===== src/rtl/imem_loader.sv =====
// Boot-time instruction-memory loader: receives a length-prefixed, XOR-checked byte
// image and writes little-endian 32-bit words to imem, holding the core until verified.
module imem_loader #(
  parameter int ADDR_WIDTH = 8,
  parameter int MAX_WORDS  = 256
) (
  input  logic                  clk,
  input  logic                  reset,
  input  logic                  start,
  input  logic [7:0]            rx_data,
  input  logic                  rx_valid,
  output logic                  rx_ready,
  output logic                  imem_we,
  output logic [31:0]           imem_addr,
  output logic [31:0]           imem_wdata,
  output logic                  cpu_hold,
  output logic                  done,
  output logic                  error,
  output logic [ADDR_WIDTH:0]   word_count
);

  typedef enum logic [2:0] {
    S_IDLE,
    S_LEN,
    S_DATA,
    S_CHK,
    S_DONE,
    S_ERR
  } state_t;

  localparam logic [ADDR_WIDTH:0]   WC_ONE  = 1;
  localparam logic [ADDR_WIDTH-1:0] IDX_ONE = 1;
  localparam logic [15:0]           MAX_N   = 16'(MAX_WORDS);

  state_t                state_q, state_d;
  logic [1:0]            byte_cnt_q, byte_cnt_d;
  logic [7:0]            len_lo_q, len_lo_d;
  logic [ADDR_WIDTH:0]   n_q, n_d;
  logic [ADDR_WIDTH-1:0] idx_q, idx_d;
  logic [ADDR_WIDTH:0]   word_count_q, word_count_d;
  logic [7:0]            xor_q, xor_d;
  logic [23:0]           buf_q, buf_d;
  logic                  we_q, we_d;
  logic [31:0]           addr_q, addr_d;
  logic [31:0]           wdata_q, wdata_d;

  logic                  accept;
  logic [15:0]           len_full;

  assign rx_ready   = (state_q == S_LEN) || (state_q == S_DATA) || (state_q == S_CHK);
  assign accept     = rx_valid && rx_ready;
  assign len_full   = {rx_data, len_lo_q};
  assign imem_we    = we_q;
  assign imem_addr  = addr_q;
  assign imem_wdata = wdata_q;
  assign word_count = word_count_q;
  assign done       = (state_q == S_DONE);
  assign error      = (state_q == S_ERR);
  assign cpu_hold   = (state_q != S_DONE);

  always_comb begin
    state_d      = state_q;
    byte_cnt_d   = byte_cnt_q;
    len_lo_d     = len_lo_q;
    n_d          = n_q;
    idx_d        = idx_q;
    word_count_d = word_count_q;
    xor_d        = xor_q;
    buf_d        = buf_q;
    we_d         = 1'b0;
    addr_d       = addr_q;
    wdata_d      = wdata_q;

    unique case (state_q)
      S_IDLE, S_DONE, S_ERR: begin
        if (start) begin
          state_d      = S_LEN;
          byte_cnt_d   = 2'd0;
          idx_d        = '0;
          word_count_d = '0;
          xor_d        = 8'h00;
        end
      end
      S_LEN: begin
        if (accept) begin
          if (byte_cnt_q == 2'd0) begin
            len_lo_d   = rx_data;
            byte_cnt_d = 2'd1;
          end else begin
            byte_cnt_d = 2'd0;
            n_d        = len_full[ADDR_WIDTH:0];
            if (len_full > MAX_N) begin
              state_d = S_ERR;
            end else if (len_full == 16'd0) begin
              state_d = S_CHK;
            end else begin
              state_d = S_DATA;
            end
          end
        end
      end
      S_DATA: begin
        if (accept) begin
          xor_d      = xor_q ^ rx_data;
          byte_cnt_d = byte_cnt_q + 2'd1;
          unique case (byte_cnt_q)
            2'd0: buf_d[7:0]   = rx_data;
            2'd1: buf_d[15:8]  = rx_data;
            2'd2: buf_d[23:16] = rx_data;
            default: begin
              // Word complete: the write strobe and address go out next cycle
              we_d         = 1'b1;
              wdata_d      = {rx_data, buf_q};
              addr_d       = {{(30-ADDR_WIDTH){1'b0}}, idx_q, 2'b00};
              idx_d        = idx_q + IDX_ONE;
              word_count_d = word_count_q + WC_ONE;
              if ((word_count_q + WC_ONE) == n_q) begin
                state_d = S_CHK;
              end
            end
          endcase
        end
      end
      S_CHK: begin
        if (accept) begin
          state_d = (rx_data == xor_q) ? S_DONE : S_ERR;
        end
      end
      default: state_d = S_IDLE;
    endcase
  end

  always_ff @(posedge clk or negedge reset) begin
    if (!reset) begin
      state_q      <= S_IDLE;
      byte_cnt_q   <= 2'd0;
      len_lo_q     <= 8'h00;
      n_q          <= '0;
      idx_q        <= '0;
      word_count_q <= '0;
      xor_q        <= 8'h00;
      buf_q        <= 24'h0;
      we_q         <= 1'b0;
      addr_q       <= 32'h0;
      wdata_q      <= 32'h0;
    end else begin
      state_q      <= state_d;
      byte_cnt_q   <= byte_cnt_d;
      len_lo_q     <= len_lo_d;
      n_q          <= n_d;
      idx_q        <= idx_d;
      word_count_q <= word_count_d;
      xor_q        <= xor_d;
      buf_q        <= buf_d;
      we_q         <= we_d;
      addr_q       <= addr_d;
      wdata_q      <= wdata_d;
    end
  end

endmodule


===== config.mk =====
export PLATFORM = sky130hd
export DESIGN_NAME = imem_loader
export DESIGN_NICKNAME = d
export VERILOG_FILES = /design/src/rtl/imem_loader.sv
export SDC_FILE = /design/constraint.sdc
export NUM_CORES = 1
export LEC_CHECK = 0
export ABC_AREA = 1
export BUFFER_PORTS_ARGS = -buffer_cell sky130_fd_sc_hd__buf_4
export CAP_MARGIN = 20
export CORE_MARGIN = 1.5
export CORE_UTILIZATION = 40
export DETAILED_ROUTE_END_ITERATION = 10
export PLACE_DENSITY = 0.68
export SLEW_MARGIN = 5
export SYNTH_ARGS = -nofsm -noshare
export SYNTH_HDL_FRONTEND = slang
export SYNTH_SLANG_ARGS = --single-unit

===== constraint.sdc =====
create_clock -name clk -period 5.14 [get_ports clk]
set_input_delay 0.514 -clock clk [delete_from_list [all_inputs] [get_ports clk]]
set_output_delay 0.514 -clock clk [all_outputs]
set_load 0.03 [all_outputs]

==> impl_metrics.tcl <==
set metrics [dict create \
    dieHeight_um 116 \
    final-seq-area_um2 2800 \
    final_cell_mix "nand2_1 (200), dfrtp_1 (112), buf_4 (66)" \
    synth_top_family_by_area "simple AND/OR/NAND/NOR gates" \
    io_pins 90 \
    crit_type "reg2reg" \
    grt_pass1_vias 3655 \
    ys.flop_type "dfrtp_1" \
    final_cell_area_um2 5960 \
    yosys_register_bits 112 \
    avgViaCountPerCell 4.67 \
    leakagePower_nw 3.07 \
    synth_edf_count 0 \
    cts_setup_buffers 0 \
    antenna_found_initial 0 \
    worst_pin_slew_ps 620 \
    final_common_cell "nand2_1" \
    drtAntennaViolNets 0 \
    timing_hold_violations_final 0 \
    grt_setup_unrepaired "no" \
    crit_path_start_kind "register" \
    wirelength_mm 10.9 \
    endpoint_kind "register" \
    r2r_slack_ps 2630 \
    dr_total_vias 3838 \
    ir_drop_v 0.000178 \
    root_buffer "clkbuf_16" \
    coreArea_um2 12600 \
    period_share_pct 48.9 \
    p_sw_w 0.000717 \
    synthSimpleGateAreaFrac_pct 22.8 \
    cts-buffers-inserted 9 \
    max_slew_margin_pct 58.7 \
    dr.pass1.iters 4 \
    endpoint "word_count[7]" \
    async_reset_ff_share_pct 100 \
    synth_mux_area_share_pct 0.879 \
    gp_congestion 0.875 \
    io_buffers 65 \
    grt_usage_pct 16.8 \
    start_util_pct 40.8 \
    drtIter0Drc 241 \
    setup_tns_ps 0 \
    clock_path_buffers 2 \
    worst_clock_skew_ps 7.38 \
    die_area_um2 13500 \
    clock_sinks 112 \
    cp_max_fo 63 \
    cts-resized-gates 0 \
    drv_cap 0 \
    pwr-share-comb_pct 22.6 \
    syn_area_per_cell_um2 8.76 \
    drc 0 \
    period_needed_ps 2510 \
    synth-compound-area-share_pct 9.35 \
    ys_seq_area_share_pct 54.7 \
    power_frac_seq_pct 46.4 \
    finalSetupViolCount 0 \
    r2r-start "state_q[2]" \
    cts_tree "done" \
    switching_share_pct 32.0 \
    synth.distinct_cells 36 \
    fillerInstances 1234 \
    grt_max_degree 87 \
    drive_above_1_share_pct 16.0 \
    r2r_end "word_count[7]" \
    syn-instance-count 585 \
    yosys_warnings 0 \
    cts_max_level 3 \
    layout-area-overhead-vs-synth_pct 16.3 \
    post-dp-hpwl_mm 7.61 \
    clock_latency_ps 340 \
    critPathRequiredTime_ps 5390 \
    cts_hold_buffers 0 \
    multi_input_area_um2 1940 \
    worstPathArrival_ps 2760 \
    synthXorXnorAreaFrac_pct 1.54 \
    avgRoutedWirePerCell_um 13.3 \
    synth_adder_area_share_pct 1.47 \
    post-route-util_pct 47.4 \
    status "completed" \
    cp-startpoint "state_q[2]" \
    synth_area_um2 5120 \
    nNetsFinal 663 \
    p_int_w 0.00153 \
    row_count 41 \
    grt_overflow 0 \
    slew_viol_final 0 \
    antennaDiodeCount 0 \
    reg2regPathDepth 10 \
    hold_class "in2async" \
    max_freq_mhz 398 \
    dpl_cell_area_um2 5630 \
    clockPowerShare_pct 31.1 \
    chipWidth_um 116 \
    grt_pass1_wl_mm 17.8 \
    holdWs_ps 94.1 \
    path_clk_slew_ps 70 \
    p_per_area_nw_per_um2 376 \
]
[state kept, by name (all words and copies together) (netlist names)]
| name | count |
|---|---|
| n_q | 9 |
| byte_cnt_q | 2 |
| xor_q | 8 |
| imem_we | 1 |
| imem_wdata | 32 |
| buf_q | 24 |
| word_count | 9 |
| len_lo_q | 8 |
| idx_q | 8 |
| imem_addr | 8 |
| state_q | 3 |
[synthesized netlist by cell type (all sizes together) (3+ instances only)]
cell type / n / share of area, %
a21oi: 8 / 0.78
buf: 34 / 5.1
clkbuf: 7 / 0.51
dfrtp: 112 / 55
ha: 6 / 1.5
inv: 47 / 3.5
mux2: 4 / 0.88
nand2: 206 / 15
nand3: 21 / 2.1
nand3b: 4 / 0.59
nor2: 34 / 3.2
nor4: 3 / 0.49
o21ai: 65 / 6.3
o21bai: 3 / 0.44
o22ai: 5 / 0.61
o31ai: 8 / 1.2
or2: 3 / 0.42
xnor2: 6 / 1.0
xor2: 3 / 0.51
[how the worst min path moves through the flow]
stage	depth (start not counted)	from	slack, ps	end
floorplan	0	reset	220	buf_q[0]
global placement	2	buf_q[3]	460	imem_wdata[3]
detailed placement	2	buf_q[3]	460	imem_wdata[3]
CTS	1	reset	420	word_count[3]
global route	1	reset	120	state_q[0]
finish	1	reset	90	word_count[0]
[layer usage]
metal / vias to the layer above / global-route usage, % / routed length, µm
met3: 13 / 2.59 / 328
met2: 80 / 28.5 / 5270
met5: - / 0 / 0
met1: 1812 / 22.8 / 5180
li1: 1933 / - / -
met4: 0 / 4.23 / 104
[kinds of logic (layout without fill, tap and decap cells)]
logic type | after synthesis | in the layout
and+or+nand+nor | 276 | 276
DFF | 112 | 112
AOI/OAI and AO/OA | 89 | 89
buffers and inverters | 88 | 129
xor gates and xnor gates | 9 | 9
adders and majority gates | 6 | 6
muxes | 4 | 4
other | 1 | 24
[per-stage QoR]
step                std cells  setup slack, ps  power [W]
floorplan                 608             3280    0.00143
global placement          805             2740    0.00154
detailed placement        805             2650    0.00156
CTS                       820             2630    0.00226
global route              821             2350    0.00236
finish                    821             2630    0.00224
[worst max-delay path, stage by stage, from the launching register on]
cell and delay [ps]:
dfrtp_1 390, inv_2 70, nand2_2 100, nor2_4 50, inv_2 240, nor2_1 150, nor2_4 320, inv_4 100
nor2_8 350, inv_4 310, o21ai_1 270
[power by group through the flow]
stage,sequential (W),combinational (W),clock [W]
floorplan,0.00105,0.000388,0
global placement,0.00105,0.000487,0
detailed placement,0.00105,0.000501,0
CTS,0.00104,0.000506,0.000710
global route,0.00105,0.000566,0.000744
finish,0.00104,0.000506,0.000697
[area by class of cell]
cell class	instances	share of cell area (%)
clock inverter	4	0.924
inverter	47	3.04
timing repair buffer	67	8.78
tap	172	3.61
multi-input combinational	408	32.5
clock buffer	11	4.07
sequential	112	47.0
No activity file was read; power rests on OpenSTA's default activity.
